File: src/rtl/instr_loader24.sv
// Byte-stream program loader: parses a length/payload/checksum frame and writes
// 24-bit words sequentially into the instruction memory write port.
module instr_loader24 #(
    parameter int unsigned address_parameter = 10,
    parameter int unsigned TIMEOUT           = 100000
) (
    input  logic                         clk,
    input  logic                         rst,
    input  logic                         start,
    input  logic                         in_valid,
    input  logic [7:0]                   in_data,
    output logic                         in_ready,
    output logic                         wr_en,
    output logic [address_parameter-1:0] wr_addr,
    output logic [23:0]                  wr_data,
    output logic                         busy,
    output logic                         done,
    output logic                         err,
    output logic [1:0]                   err_code,
    output logic [address_parameter:0]   words_loaded
);

    localparam int unsigned AW = address_parameter;
    localparam int unsigned TW = $clog2(TIMEOUT + 1);
    localparam logic [TW-1:0] TmoLast  = TW'(TIMEOUT - 1);
    localparam logic [16:0]   MaxWords = 17'(2 ** AW);

    typedef enum logic [2:0] {
        StIdle,
        StLenHi,
        StLenLo,
        StWord,
        StCheck,
        StDone,
        StError
    } state_e;

    state_e          r_state;
    state_e          w_state_next;
    logic [1:0]      r_err_code;
    logic [1:0]      w_code_next;
    logic [15:0]     r_len;
    logic [7:0]      r_xor;
    logic [1:0]      r_byte_idx;
    logic [15:0]     r_word_buf;
    logic [TW-1:0]   r_tmo;
    logic [AW:0]     r_words_loaded;
    logic            r_wr_en;
    logic [AW-1:0]   r_wr_addr;
    logic [23:0]     r_wr_data;

    logic            w_busy;
    logic            w_idle_like;
    logic            w_start_ok;
    logic            w_accept;
    logic            w_tmo_hit;
    logic            w_word_last;
    logic [15:0]     w_len;

    always_comb begin
        w_busy      = (r_state == StLenHi) || (r_state == StLenLo) ||
                      (r_state == StWord)  || (r_state == StCheck);
        w_idle_like = (r_state == StIdle) || (r_state == StDone) || (r_state == StError);
        w_start_ok  = start && w_idle_like;
        w_accept    = in_valid && w_busy;
        w_len       = {r_len[15:8], in_data};
        w_tmo_hit   = w_busy && !w_accept && (r_tmo == TmoLast);
        w_word_last = (r_byte_idx == 2'd2) &&
                      ((17'(r_words_loaded) + 17'd1) == {1'b0, r_len});
    end

    always_comb begin
        w_state_next = r_state;
        w_code_next  = r_err_code;
        unique case (r_state)
            StIdle, StDone, StError: begin
                if (start) begin
                    w_state_next = StLenHi;
                    w_code_next  = 2'd0;
                end
            end
            StLenHi: begin
                if (w_accept) w_state_next = StLenLo;
            end
            StLenLo: begin
                if (w_accept) begin
                    if ({1'b0, w_len} > MaxWords) begin
                        w_state_next = StError;
                        w_code_next  = 2'd1;
                    end else if (w_len == 16'd0) begin
                        w_state_next = StCheck;
                    end else begin
                        w_state_next = StWord;
                    end
                end
            end
            StWord: begin
                if (w_accept && w_word_last) w_state_next = StCheck;
            end
            StCheck: begin
                if (w_accept) begin
                    if (in_data == r_xor) begin
                        w_state_next = StDone;
                    end else begin
                        w_state_next = StError;
                        w_code_next  = 2'd2;
                    end
                end
            end
            default: w_state_next = StIdle;
        endcase
        // A timeout can only fire on a cycle without an accept, so it never races a decision.
        if (w_tmo_hit) begin
            w_state_next = StError;
            w_code_next  = 2'd3;
        end
    end

    always_ff @(posedge clk) begin
        if (rst) begin
            r_state        <= StIdle;
            r_err_code     <= 2'd0;
            r_len          <= 16'd0;
            r_xor          <= 8'd0;
            r_byte_idx     <= 2'd0;
            r_word_buf     <= 16'd0;
            r_tmo          <= '0;
            r_words_loaded <= '0;
            r_wr_en        <= 1'b0;
            r_wr_addr      <= '0;
            r_wr_data      <= 24'd0;
        end else begin
            r_state    <= w_state_next;
            r_err_code <= w_code_next;
            r_wr_en    <= 1'b0;
            if (w_start_ok) begin
                r_xor          <= 8'd0;
                r_byte_idx     <= 2'd0;
                r_tmo          <= '0;
                r_words_loaded <= '0;
            end else if (w_accept) begin
                r_tmo <= '0;
                r_xor <= r_xor ^ in_data;
                if (r_state == StLenHi) r_len[15:8] <= in_data;
                if (r_state == StLenLo) r_len[7:0]  <= in_data;
                if (r_state == StWord) begin
                    unique case (r_byte_idx)
                        2'd0: begin
                            r_word_buf[15:8] <= in_data;
                            r_byte_idx       <= 2'd1;
                        end
                        2'd1: begin
                            r_word_buf[7:0] <= in_data;
                            r_byte_idx      <= 2'd2;
                        end
                        default: begin
                            r_wr_en        <= 1'b1;
                            r_wr_addr      <= r_words_loaded[AW-1:0];
                            r_wr_data      <= {r_word_buf, in_data};
                            r_words_loaded <= r_words_loaded + {{AW{1'b0}}, 1'b1};
                            r_byte_idx     <= 2'd0;
                        end
                    endcase
                end
            end else if (w_busy) begin
                r_tmo <= r_tmo + TW'(1);
            end
        end
    end

    assign in_ready     = w_busy;
    assign busy         = w_busy;
    assign done         = (r_state == StDone);
    assign err          = (r_state == StError);
    assign err_code     = r_err_code;
    assign words_loaded = r_words_loaded;
    assign wr_en        = r_wr_en;
    assign wr_addr      = r_wr_addr;
    assign wr_data      = r_wr_data;

endmodule

File: config.mk
export PLATFORM = sky130hd
export DESIGN_NAME = instr_loader24
export DESIGN_NICKNAME = d
export VERILOG_FILES = /design/src/rtl/instr_loader24.sv
export SDC_FILE = /design/constraint.sdc
export NUM_CORES = 1
export LEC_CHECK = 0
export ABC_CLOCK_PERIOD_IN_PS = 1700
export CAP_MARGIN = 20
export CORE_AREA = 2 2 104 106
export CTS_CLUSTER_DIAMETER = 50
export DETAILED_ROUTE_END_ITERATION = 7
export DIE_AREA = 0 0 106 108
export PLACE_DENSITY = 0.75
export SLEW_MARGIN = 20
export SYNTH_ARGS = -nofsm -noshare
export SYNTH_HDL_FRONTEND = slang
export SYNTH_SLANG_ARGS = --single-unit
File: constraint.sdc
create_clock -name clk -period 1.7 [get_ports clk]
set_input_delay 0.34 -clock clk [delete_from_list [all_inputs] [get_ports clk]]
set_output_delay 0.34 -clock clk [all_outputs]
set_load 0.02 [all_outputs]
======== Word-level counts from Yosys, hierarchy flattened ========
Index checks and enable logic that the tools add are counted.
storage, ports and cells
  logic and storage cells ................. 97
  register bits ........................... 110
operators by class
  bitwise operators ....................... 5
  order comparisons ....................... 1
  reductions and logical operators ........ 32
  equality and inequality tests ........... 23
  add/sub/neg operators ................... 3
  muxes and demuxes ....................... 19
operators with widths
  kind                                                                     count
  3-bit two-way mux                                                        8
  17-bit by 1-bit adder with 17-bit output (second input constant)         1
  17-bit equality test (second input constant)                             1
  12-bit by 16-bit equality test with 1-bit output                         1
  16-bit by 11-bit > comparator with 1-bit output (second input constant)  1
  16-bit zero test                                                         1
  3-bit != test (second input constant)                                    5
  3-bit one-hot mux with 5 select lines                                    1
  2-bit two-way mux                                                        7
  11-bit by 1-bit adder with 12-bit output (second input constant)         1
  4-bit AND reduction                                                      3
  11-bit by 1-bit adder with 11-bit output (second input constant)         1
  5-bit AND reduction                                                      2
  3-bit equality test (second input constant)                              3
  3-bit AND reduction                                                      3
  8-bit equality test                                                      1
  2-bit != test (second input constant)                                    4
  8-bit bitwise XOR                                                        1
  3-bit by 2-bit equality test with 1-bit output (second input constant)   2
  1-bit logical AND                                                        6
  3-bit by 2-bit != test with 1-bit output (second input constant)         2
  2-bit one-hot mux with 3 select lines                                    1
  6-bit AND reduction                                                      1
  2-bit OR reduction                                                       3
  other kinds (15)                                                         23

======== Depth between registers and ports, before layout ========
Gate-level depths: netlist of the first run.
  depth in word-level cells ............... 10
  depth in mapped cells ................... 9
  gate-level depth less buffers ........... 7

======== Worst setup path before layout of the first run ========
No wires, ideal clock.
  path kind ............................... flip-flop to flip-flop
  start point ............................. register r_words_loaded[1], in the netlist words_loaded[1]
  end point ............................... register r_state[1]
  arrival time ............................ 1.784 ns
  cell stages (with the launch flop) ...... 8
  period minus slack after synthesis ...... 1.918 ns
  path slack .............................. -0.218 ns
  buffers on the path ..................... 0
  library setup time ...................... 0.134 ns
  required time ........................... 1.566 ns
  path through ............................ dfxtp_1 > ha_1 > xnor2_1 > nand4b_1 > nor4_1 > o211ai_1 > o31ai_2 > a211oi_1
between the ends
  word-level cells in the longest chain between the ends .. 6
RTL lines
  element                                                    line  RTL
  start, declared                                            47    logic [AW:0] r_words_loaded;
  start signal, assigned                                     160   r_words_loaded <= r_words_loaded + {{AW{1'b0}}, 1'b1};
  11-bit by 1-bit adder with 12-bit output                   69    ((17'(r_words_loaded) + 17'd1) == {1'b0, r_len});
  12-bit by 16-bit equality test with 1-bit output           69
  1-bit logical AND                                          68    w_word_last = (r_byte_idx == 2'd2) &&
  1-bit logical AND                                          98    if (w_accept && w_word_last) w_state_next = StCheck;
  3-bit by 2-bit != test with 1-bit output (no source line)  --
  5-bit AND reduction (no source line)                       --
  end signal, assigned                                       121   r_state <= StIdle;
  end signal, assigned                                       133   r_state <= w_state_next;
  end, declared                                              38    state_e r_state;
Every way passes these cells.
A chain may end at the register's enable or synchronous reset.

======== Worst setup path in the final report of the first run ========
  start point ............................. register r_words_loaded[1], in the netlist words_loaded[1]
  end point ............................... register r_state[2]
Same word-level chain as after synthesis.

==> results, run 1 <==
- The final design area excluding fillers is between 7000 and 8000 um2.
- The setup slack of the most critical reg-to-reg path is -230 ps.
- The filler cell count is slightly above 700.
- The number of pins exceeding their max-slew limit in the final report is 0.
- The cell count after synthesis is 620.
- The sequential power share is 39.2%.
- The tightest min-delay check is of the input pin to flop type.
- The worst setup path is launched from a flop.
- The net count of the finished layout is ~770.
- The congestion estimate from routability-driven global placement came to a little under 0.9.
- The number of cells on the worst hold path is 3.
- The overall fraction of global-route tracks in use is roughly a quarter.
- The part of the power in combinational logic is slightly below 40%.
- The internal cell power is ~4.7 mW.
- In this run the cell area measured after placement is around 6400 um2.
- The CTS buffer count is 9.
- Before CTS, the worst setup slack after placement is -621 ps.
- Using the TritonRoute via totals, the vias-per-cell ratio works out to 5.53.
- For the worst setup path, the data arrival time is approximately 2300 ps.
- The fraction of met1 tracks used by global routing is around 30%.
- Once detail routing completed, the nets flagged for antenna violations numbered 0.
- The initial antenna violation count was 0.
- The placement row count is 37.
- The net switching power is 2.56 mW.
- The total leakage power is approximately 3.2 nW.
- Sorting the synthesized cells by how often they occur yields sky130_fd_sc_hd__nand2_1, sky130_fd_sc_hd__dfxtp_1, sky130_fd_sc_hd__nor2_1.
- The fraction of synthesis flops using an asynchronous set or reset pin is 0%.
- Power spread over the standard cell area amounts to a little under 1000 nW/um2.
- The clock network is responsible for a little over a fifth of the overall power.
- After Yosys synthesis, XOR and XNOR cells account for under 10% of the synthesized area.
- Of all cell types, the one taking the most synthesized area is sky130_fd_sc_hd__dfxtp_1.
- After synthesis, the largest family of logic cells by area is simple AND/OR/NAND/NOR gates.
- Across the whole layout, storage elements account for ~2200 um2.
- The sum of internal, switching and leakage power is about 7.3 mW.
- The maximum achievable frequency is 518 MHz.
- The clock tree synthesis step divided the H-tree into 3 levels.
- Sorting the synthesized cells by area gives the leading types as sky130_fd_sc_hd__dfxtp_1, sky130_fd_sc_hd__nand2_1, sky130_fd_sc_hd__a21oi_1.
- Counting flops and latches in the post-synthesis netlist gives between 100 and 150.
- The length in cells of the worst reg-to-reg path is 8.
- Of all nets on the critical path, the largest fanout is 4.
- For this design, the sink count on the clock tree is 110.
- Counting flops with a built-in enable in the synthesized netlist gives 0.
- The signal on the critical path passes through buf_4, nand3_2, buf_4, nor4_1, o211a_1, o31ai_2, o31ai_2, o31a_1.
- The layout overhead on the synthesized area is 47.4%.
- The initial core utilization is roughly half.
- At the later pin of the worst-skew pair, clock insertion delay measures 390 ps.
- For this design the top-level I/O count stands at 64.
- The kind of cell with the highest combined delay along the critical path is compound AO/OA/AOI/OAI gates.
- Hold repair after CTS inserted 0 buffers.
- When the netlist entered floorplanning its net count stood at about 630.
- The overall die area is roughly 11000 um2.
- Clock tree synthesis selected as its root buffer the cell sky130_fd_sc_hd__clkbuf_8.
- In this run the critical register-to-register path is launched from words_loaded[1].
- The violation count after the first detailed-route iteration is 301.
- The compound-gate portion of the synthesized area is 11.1%.
- The final reports fail on setup timing.
- The hold path startpoint is rst.
- TritonCTS built the clock tree.
- The minimum clock period is around 1900 ps.
- The antenna diode count is 0.
- The synthesized area is 5060 um2.
- After detailed routing, the total wire length is 15600 um.
- The number of buffer and inverter instances along the worst setup path is 2.
- On the critical path, the stage with the largest delay is an instance of sky130_fd_sc_hd__dfxtp_4.
- The first global-routing pass estimated 22400 um of wire.
- The biggest cell delay along the critical path is 400 ps.
- The routing usage on met3 is 5.36%.
- Of the cells placed in the final design, the portion with a size suffix greater than 1 is about 33%.
- The number of endpoints with negative hold slack in the final report came to 0.
- Clock-pin slew was measured on the worst setup and hold paths at 110 ps.
- For this run, global-route usage on met2 was measured as between 40% and 50%.
- In the finished design, the share of the clock period the worst path needs comes to 113%.
- The most used routing layer in global routing is met2.
- Setup violations remaining at the end of the flow were counted as 67.
- At the pin with the least slew margin, the transition time is around 500 ps.
- Clock skew on the completed layout was measured at between 15 and 20 ps.
- For this run, the detailed router's first-pass iteration total came to 6.
- The port buffer count is 63.
- The count of synthesis-stage warnings from yosys is 0.
- The origin of the worst setup path is words_loaded[1].
- Summing the areas of all fa, ha and maj instances in the mapped netlist gives less than 1% of the synthesized area.
- The endpoint of the worst register-to-register path is r_state[2].
- The relative slew slack is between 60% and 70%.
- Summing the areas of all and, or, nand and nor instances in the mapped netlist gives between 20% and 30% of the synthesized area.
- In this run the vertical extent of the chip is 108 um.
- The sequential fraction of the synthesis area is 43.5%.
- The flow ran to the end, but the final reports show violations.
- The pin count of the biggest net entering global routing is 73.
- The worst hold path terminates at r_word_buf[5].
- The worst IR drop on VDD is 0.528 mV.
- The area of the multi-input gates is roughly 3200 um2.
- Setup repair after global routing could not meet its margin everywhere.
- The worst setup path is captured at a flop.
- In this run the biggest area consumer among cell types represents 43.5% of the synthesized area.
- The worst-case setup margin in the final layout is -229 ps.
- The remaining routing DRC violations is 0.
- The die boundary width is around 110 um.
- The placed wire-length estimate is ~9600 um.
- For the worst setup path, the data required time is 2020 ps.
- The average wire per standard cell is 17.5 um.
- After floorplanning, the core was sized to cover 10200 um2.
- The setup path with the least slack is of type flop to flop.
- The max-cap check violation count is 0.
- For this run, the leading register cell type out of synthesis is sky130_fd_sc_hd__dfxtp_1.
- Each instance of the synthesized netlist takes up on average between 8 and 9 um2.
- The count of unique library cells instantiated by Yosys is 59.
- The total overflow left after global routing is 0.
- In this run switching power makes up about a third of total power.
- The portion of synthesized area spent on multiplexers is 3.78%.
- The via count of the first global-routing pass is about 4600.
- The via count of the routed design is a little under 5000.
- By instance count, the leading cell after synthesis is sky130_fd_sc_hd__nand2_1.
- Counting along the longest clock path gives a buffer depth of 2.
-- power groups by stage --
stage | combinational, mW | sequential [mW] | clock (mW)
floorplan | 1.16 | 2.85 | 0
global placement | 1.83 | 2.85 | 0
detailed placement | 1.87 | 2.86 | 0
CTS | 2.00 | 2.81 | 1.60
global route | 3.00 | 2.86 | 1.72
finish | 2.82 | 2.85 | 1.60
-- sequential cells by signal, summed over array words and instances (netlist names), 2 cells and up --
register / cells
r_word_buf: 16
r_tmo: 17
r_len: 16
wr_addr: 10
r_xor: 8
words_loaded: 11
wr_data: 24
r_state: 3
err_code: 2
r_byte_idx: 2
-- repair_timing --
item / 4_1_cts / 5_1_grt
endpoints found under the setup margin: 69 / 110
pin swaps: 9 / 68
resized for setup: 90 / 156
setup buffers: 2 / 13
gates cloned: 1 / 7
-- layout by cell type, fill, tap and decap left out, types with 4 or more instances in the layout --
master / Yosys / routed
sky130_fd_sc_hd__inv_8: 0 / 4
sky130_fd_sc_hd__buf_6: 4 / 23
sky130_fd_sc_hd__nand3_2: 0 / 6
sky130_fd_sc_hd__nand4_1: 6 / 6
sky130_fd_sc_hd__xor2_1: 36 / 33
sky130_fd_sc_hd__nand3_1: 13 / 7
sky130_fd_sc_hd__nor2_2: 1 / 9
sky130_fd_sc_hd__clkbuf_8: 0 / 9
sky130_fd_sc_hd__and3_1: 10 / 6
sky130_fd_sc_hd__nor3_4: 0 / 5
sky130_fd_sc_hd__a21oi_2: 0 / 13
sky130_fd_sc_hd__nor4_2: 2 / 4
sky130_fd_sc_hd__dfxtp_2: 0 / 13
sky130_fd_sc_hd__dlygate4sd2_1: 0 / 40
sky130_fd_sc_hd__nor2_4: 0 / 10
sky130_fd_sc_hd__nor4_1: 7 / 4
sky130_fd_sc_hd__inv_1: 6 / 6
sky130_fd_sc_hd__nand2_4: 0 / 13
sky130_fd_sc_hd__a21oi_1: 63 / 50
sky130_fd_sc_hd__xnor2_1: 19 / 15
sky130_fd_sc_hd__dfxtp_1: 110 / 91
sky130_fd_sc_hd__nor2_1: 73 / 55
sky130_fd_sc_hd__nand2_2: 0 / 7
sky130_fd_sc_hd__dfxtp_4: 0 / 6
sky130_fd_sc_hd__buf_12: 0 / 8
sky130_fd_sc_hd__mux2i_1: 18 / 16
sky130_fd_sc_hd__buf_4: 6 / 72
sky130_fd_sc_hd__xnor2_2: 0 / 4
sky130_fd_sc_hd__clkbuf_16: 0 / 5
sky130_fd_sc_hd__nand2_1: 135 / 114
sky130_fd_sc_hd__o21ai_0: 5 / 5
sky130_fd_sc_hd__dlymetal6s2s_1: 0 / 12
sky130_fd_sc_hd__clkdlybuf4s50_1: 0 / 4
-- through the flow --
step / utilization, % / cells / hold slack (ps) / TNS, ps
after CTS: 65.0 / 874 / 450 / -649
after detailed placement: 62.4 / 855 / 446 / -35450
after global routing: 72.9 / 892 / 472 / -8240
final: 72.9 / 892 / 459 / -4800
after global placement: 62.4 / 855 / 437 / -33240
after floorplan: - / 620 / 431 / -57.3
-- metal layers --
| layer | wire [um] | vias to the layer above |
|---|---|---|
| met5 | 0 | - |
| met2 | 7960 | 191 |
| met4 | 337 | 0 |
| met3 | 926 | 30 |
| li1 | - | 2330 |
| met1 | 6390 | 2385 |
-- cell type report --
class,count,share of cell area [%]
Clock buffer,9,1.66
Clock inverter,7,0.973
Inverter,6,0.302
Multi-Input combinational cell,454,42.2
Sequential cell,110,30.0
Tap cell,136,2.28
Timing Repair Buffer,170,22.5
-- worst register-to-register path, stage by stage (launching register included) --
cell	delay, ps
sky130_fd_sc_hd__dfxtp_4	400
sky130_fd_sc_hd__buf_4	130
sky130_fd_sc_hd__nand3_2	80
sky130_fd_sc_hd__buf_4	150
sky130_fd_sc_hd__nor4_1	320
sky130_fd_sc_hd__o211a_1	230
sky130_fd_sc_hd__o31ai_2	80
sky130_fd_sc_hd__o31ai_2	290
sky130_fd_sc_hd__o31a_1	200
-- cell families after synthesis --
logic type,count (synthesis)
simple gates,284
fa+ha+maj,2
buf+inv,56
mux,19
xor+xnor,55
compound gates,94
flops,110
-- worst max path at each step --
stage,end,slack [ps],cells after the start
floorplan,r_state[2],-40,7
global placement,err_code[0],-560,8
detailed placement,r_state[1],-620,6
CTS,r_state[1],-140,7
global route,r_state[1],-410,8
finish,r_state[2],-230,8
Power figures use the tool's default switching activity.
==> run 2: changes to the inputs <==
CAP_MARGIN = not set   (was 20)
CORE_AREA = 8 8 110 112   (was 2 2 104 106)
DIE_AREA = 0 0 118 120   (was 0 0 106 108)
==> results, run 2 (synthesis gave the netlist of run 1 again) <==
- The number of pins exceeding their max-slew limit in the final report is 0 (unchanged).
- The average wire per standard cell came to 16.5 um (-5.8%).
- The buffer cell driving the clock tree root is sky130_fd_sc_hd__clkbuf_8.
- The arrival time reported for the critical path endpoint is 2140 ps (-110 ps).
- The data required time of the worst path is 1960 ps (-60 ps).
- The total leakage power was 3.12 nW (-2.9%).
- The clock latency on the worst-skew pair is 380 ps (about the same).
- The CTS H-tree depth was 3 (unchanged).
- The overall die area is 14200 um2 (+24%).
- The worst hold margin is 458 ps (-0.719 ps).
- The maximum achievable frequency is 531 MHz (+2.4%).
- Leaving out fill and tap cells, the most frequent cells in the layout are sky130_fd_sc_hd__nand2_1, sky130_fd_sc_hd__dfxtp_1, sky130_fd_sc_hd__buf_4, sky130_fd_sc_hd__nor2_1, sky130_fd_sc_hd__a21oi_1.
- The clock tree from TritonCTS is yes.
- The setup TNS after final layout was -1150 ps (+3640 ps).
- The global-route wire length before repair is 22300 um (-0.46%).
- The number of flip-flops in the largest register is 24 (unchanged).
- The number of nets in the layout is 763 (-0.26%).
- The sum of internal, switching and leakage power came to 6.93 mW (-4.5%).
- The pin count of the biggest net entering global routing came to 73 (unchanged).
- The port buffer count is 63 (unchanged).
- The power density relative to cell area is 979 nW/um2 (+0.61%).
- The number of cells on the worst hold path came to 2 (-1).
- The final number of setup-violating endpoints is 20 (-70%).
- The kind of capture point of the worst setup path is a flop.
- The final reports fail on setup timing.
- The final instance count without filler cells is 893 (+0.11%).
- The endpoint identified for the worst register-to-register timing path is r_state[1].
- The violation count after the first detailed-route iteration came to 249 (-17%).
- The number of endpoints with negative hold slack in the final report is 0 (unchanged).
- The worst IR drop on VDD is 0.684 mV (+30%).
- The remaining routing DRC violations is 0 (unchanged).
- The first-pass iteration count of the detailed router is 5 (-1).
- The sink count of the clock tree is 110 (unchanged).
- The cell count after placement is 856 (+0.12%).
- The antenna diode count is 0 (unchanged).
- The die boundary width is 118 um (+11%).
- The clock-pin slew on the worst setup and hold paths is 110 ps (about the same).
- The via count of the first global-routing pass is 4660 (+0.43%).
- The placer congestion estimate was 0.894 (about the same).
- The run finished, with violations left.
- The total grt overflow came to 0 (unchanged).
- The min-delay analysis places its worst path in the category flop to flop.
- The max-cap check violation count is 0 (unchanged).
- The length in cells of the worst reg-to-reg path is 8 (unchanged).
- The origin of the critical flop-to-flop path is r_state[0].
- Leaving out fill and tap cells, the most frequent cell in the layout is sky130_fd_sc_hd__nand2_1.
- The placement row count is 38 (+2.7%).
- The overall die height was 120 um (+11%).
- The initial core utilization is 48.2% (-1.3 points).
- The number of top-level design ports was 64 (unchanged).
- The cell area reported after detailed placement came to 6340 um2 (-0.67%).
- The initial antenna violation count is 0 (unchanged).
- The via count of the routed design is 4831 (-2.1%).
- The relative slew slack came to 71.3% (+5.0 points).
- The placeable core region is 10500 um2 (+2.7%).
- Setup repair after global routing could not meet its margin everywhere.
- The placed wire-length estimate is 9750 um (+1.7%).
- For hold timing, the worst endpoint is wr_data[21].
- The hold path startpoint is r_word_buf[13].
- The critical-path maximum fanout is 3 (-1).
- The clock skew after layout is 8.89 ps (-6.26 ps).
- The worst-case setup margin in the final layout is -183 ps (+45.8 ps).
- The worst setup slack before clock tree synthesis is -626 ps (-4.48 ps).
- The slew at the pin closest to its max-slew limit is 426 ps (-66.6 ps).
- The number of buffers on the longest clock path is 2 (unchanged).
- The number of routed nets with antenna violations is 0 (unchanged).
- The core utilization of the finished layout is 67.4% (-5.5 points).
- The final design area excluding fillers is 7080 um2 (-5.1%).
- The final period utilization was 111% (-2.7 points).
- The minimum clock period was 1880 ps (-45.8 ps).
- The layout overhead on the synthesized area is 39.9%.
- The kind of start point of the critical path is an input pin.
- The proportion of layout cells with a drive suffix above 1 came to 27.9% (-5.6 points).
- The CTS buffer count came to 9 (unchanged).
- The setup slack of the most critical reg-to-reg path is -170 ps (+60 ps).
- The category of the critical setup timing path is input pin to flop.
- The via count normalized by instance count is 5.41 (-2.2%).
- The total routed wirelength is 14700 um (-5.7%).
- The overall fraction of global-route tracks in use was 18.9% (-5.4 points).
==> run 2: changes by cell type in the layout (fill, tap and decap cells not counted), moves of 8 or more <==
cell                      before  now
sky130_fd_sc_hd__nor2_1       55   70
sky130_fd_sc_hd__buf_4        72   84
sky130_fd_sc_hd__a21oi_1      50   60
sky130_fd_sc_hd__a21oi_2      13    3
sky130_fd_sc_hd__nor2_4       10    1
sky130_fd_sc_hd__nand2_1     114  122
==> run 2: what timing repair did <==
item                                    4_1_cts  5_1_grt
gates cloned                                  0        3
hold buffers                                  0        0
endpoints found under the setup margin      113      112
resized for setup                           102       69
pin swaps                                    15       31
endpoints found under the hold margin         0        0
setup buffers                                 6       15
==> run 2: worst max path at each step <==
stage / startpoint / end / slack (ps)
3_5_place_dp: in_data[6] / err_code[1] / -630
4_1_cts: r_state[0] / in_ready / -120
6_report: in_data[3] / r_state[1] / -180
2_1_floorplan: words_loaded[2] / r_state[2] / -40
3_3_place_gp: in_data[6] / err_code[0] / -540
5_1_grt: in_data[3] / r_state[1] / -260
==> run 2: area by class of cell <==
type | count | area (um2)
multi-input combinational | 454 | 2890
inverter | 6 | 27.5
tap | 140 | 175
sequential | 110 | 2240
clock inverter | 5 | 45.0
timing repair buffer | 168 | 1550
clock buffer | 10 | 149
fill | 801 | 3430
==> run 2: critical path, stage by stage <==
cell,delay [ps]
sky130_fd_sc_hd__clkdlybuf4s50_1,460
sky130_fd_sc_hd__nor4_2,380
sky130_fd_sc_hd__nand3_2,160
sky130_fd_sc_hd__or4_1,420
sky130_fd_sc_hd__a311oi_1,270
sky130_fd_sc_hd__a211oi_1,110
==> run 2: power breakdown <==
group | leakage, nW | internal, mW | switching [mW]
Sequential | 0.899 | 2.71 | 0.139
Clock | 0.0968 | 0.641 | 0.946
Combinational | 2.12 | 1.24 | 1.25
==> run 2: routing by layer <==
layer	track usage, %	wire length (um)	vias up
met5	0	0	-
met4	7.85	361	0
met3	4.65	696	34
met2	32.4	7340	141
met1	22.3	6330	2334
li1	-	-	2322
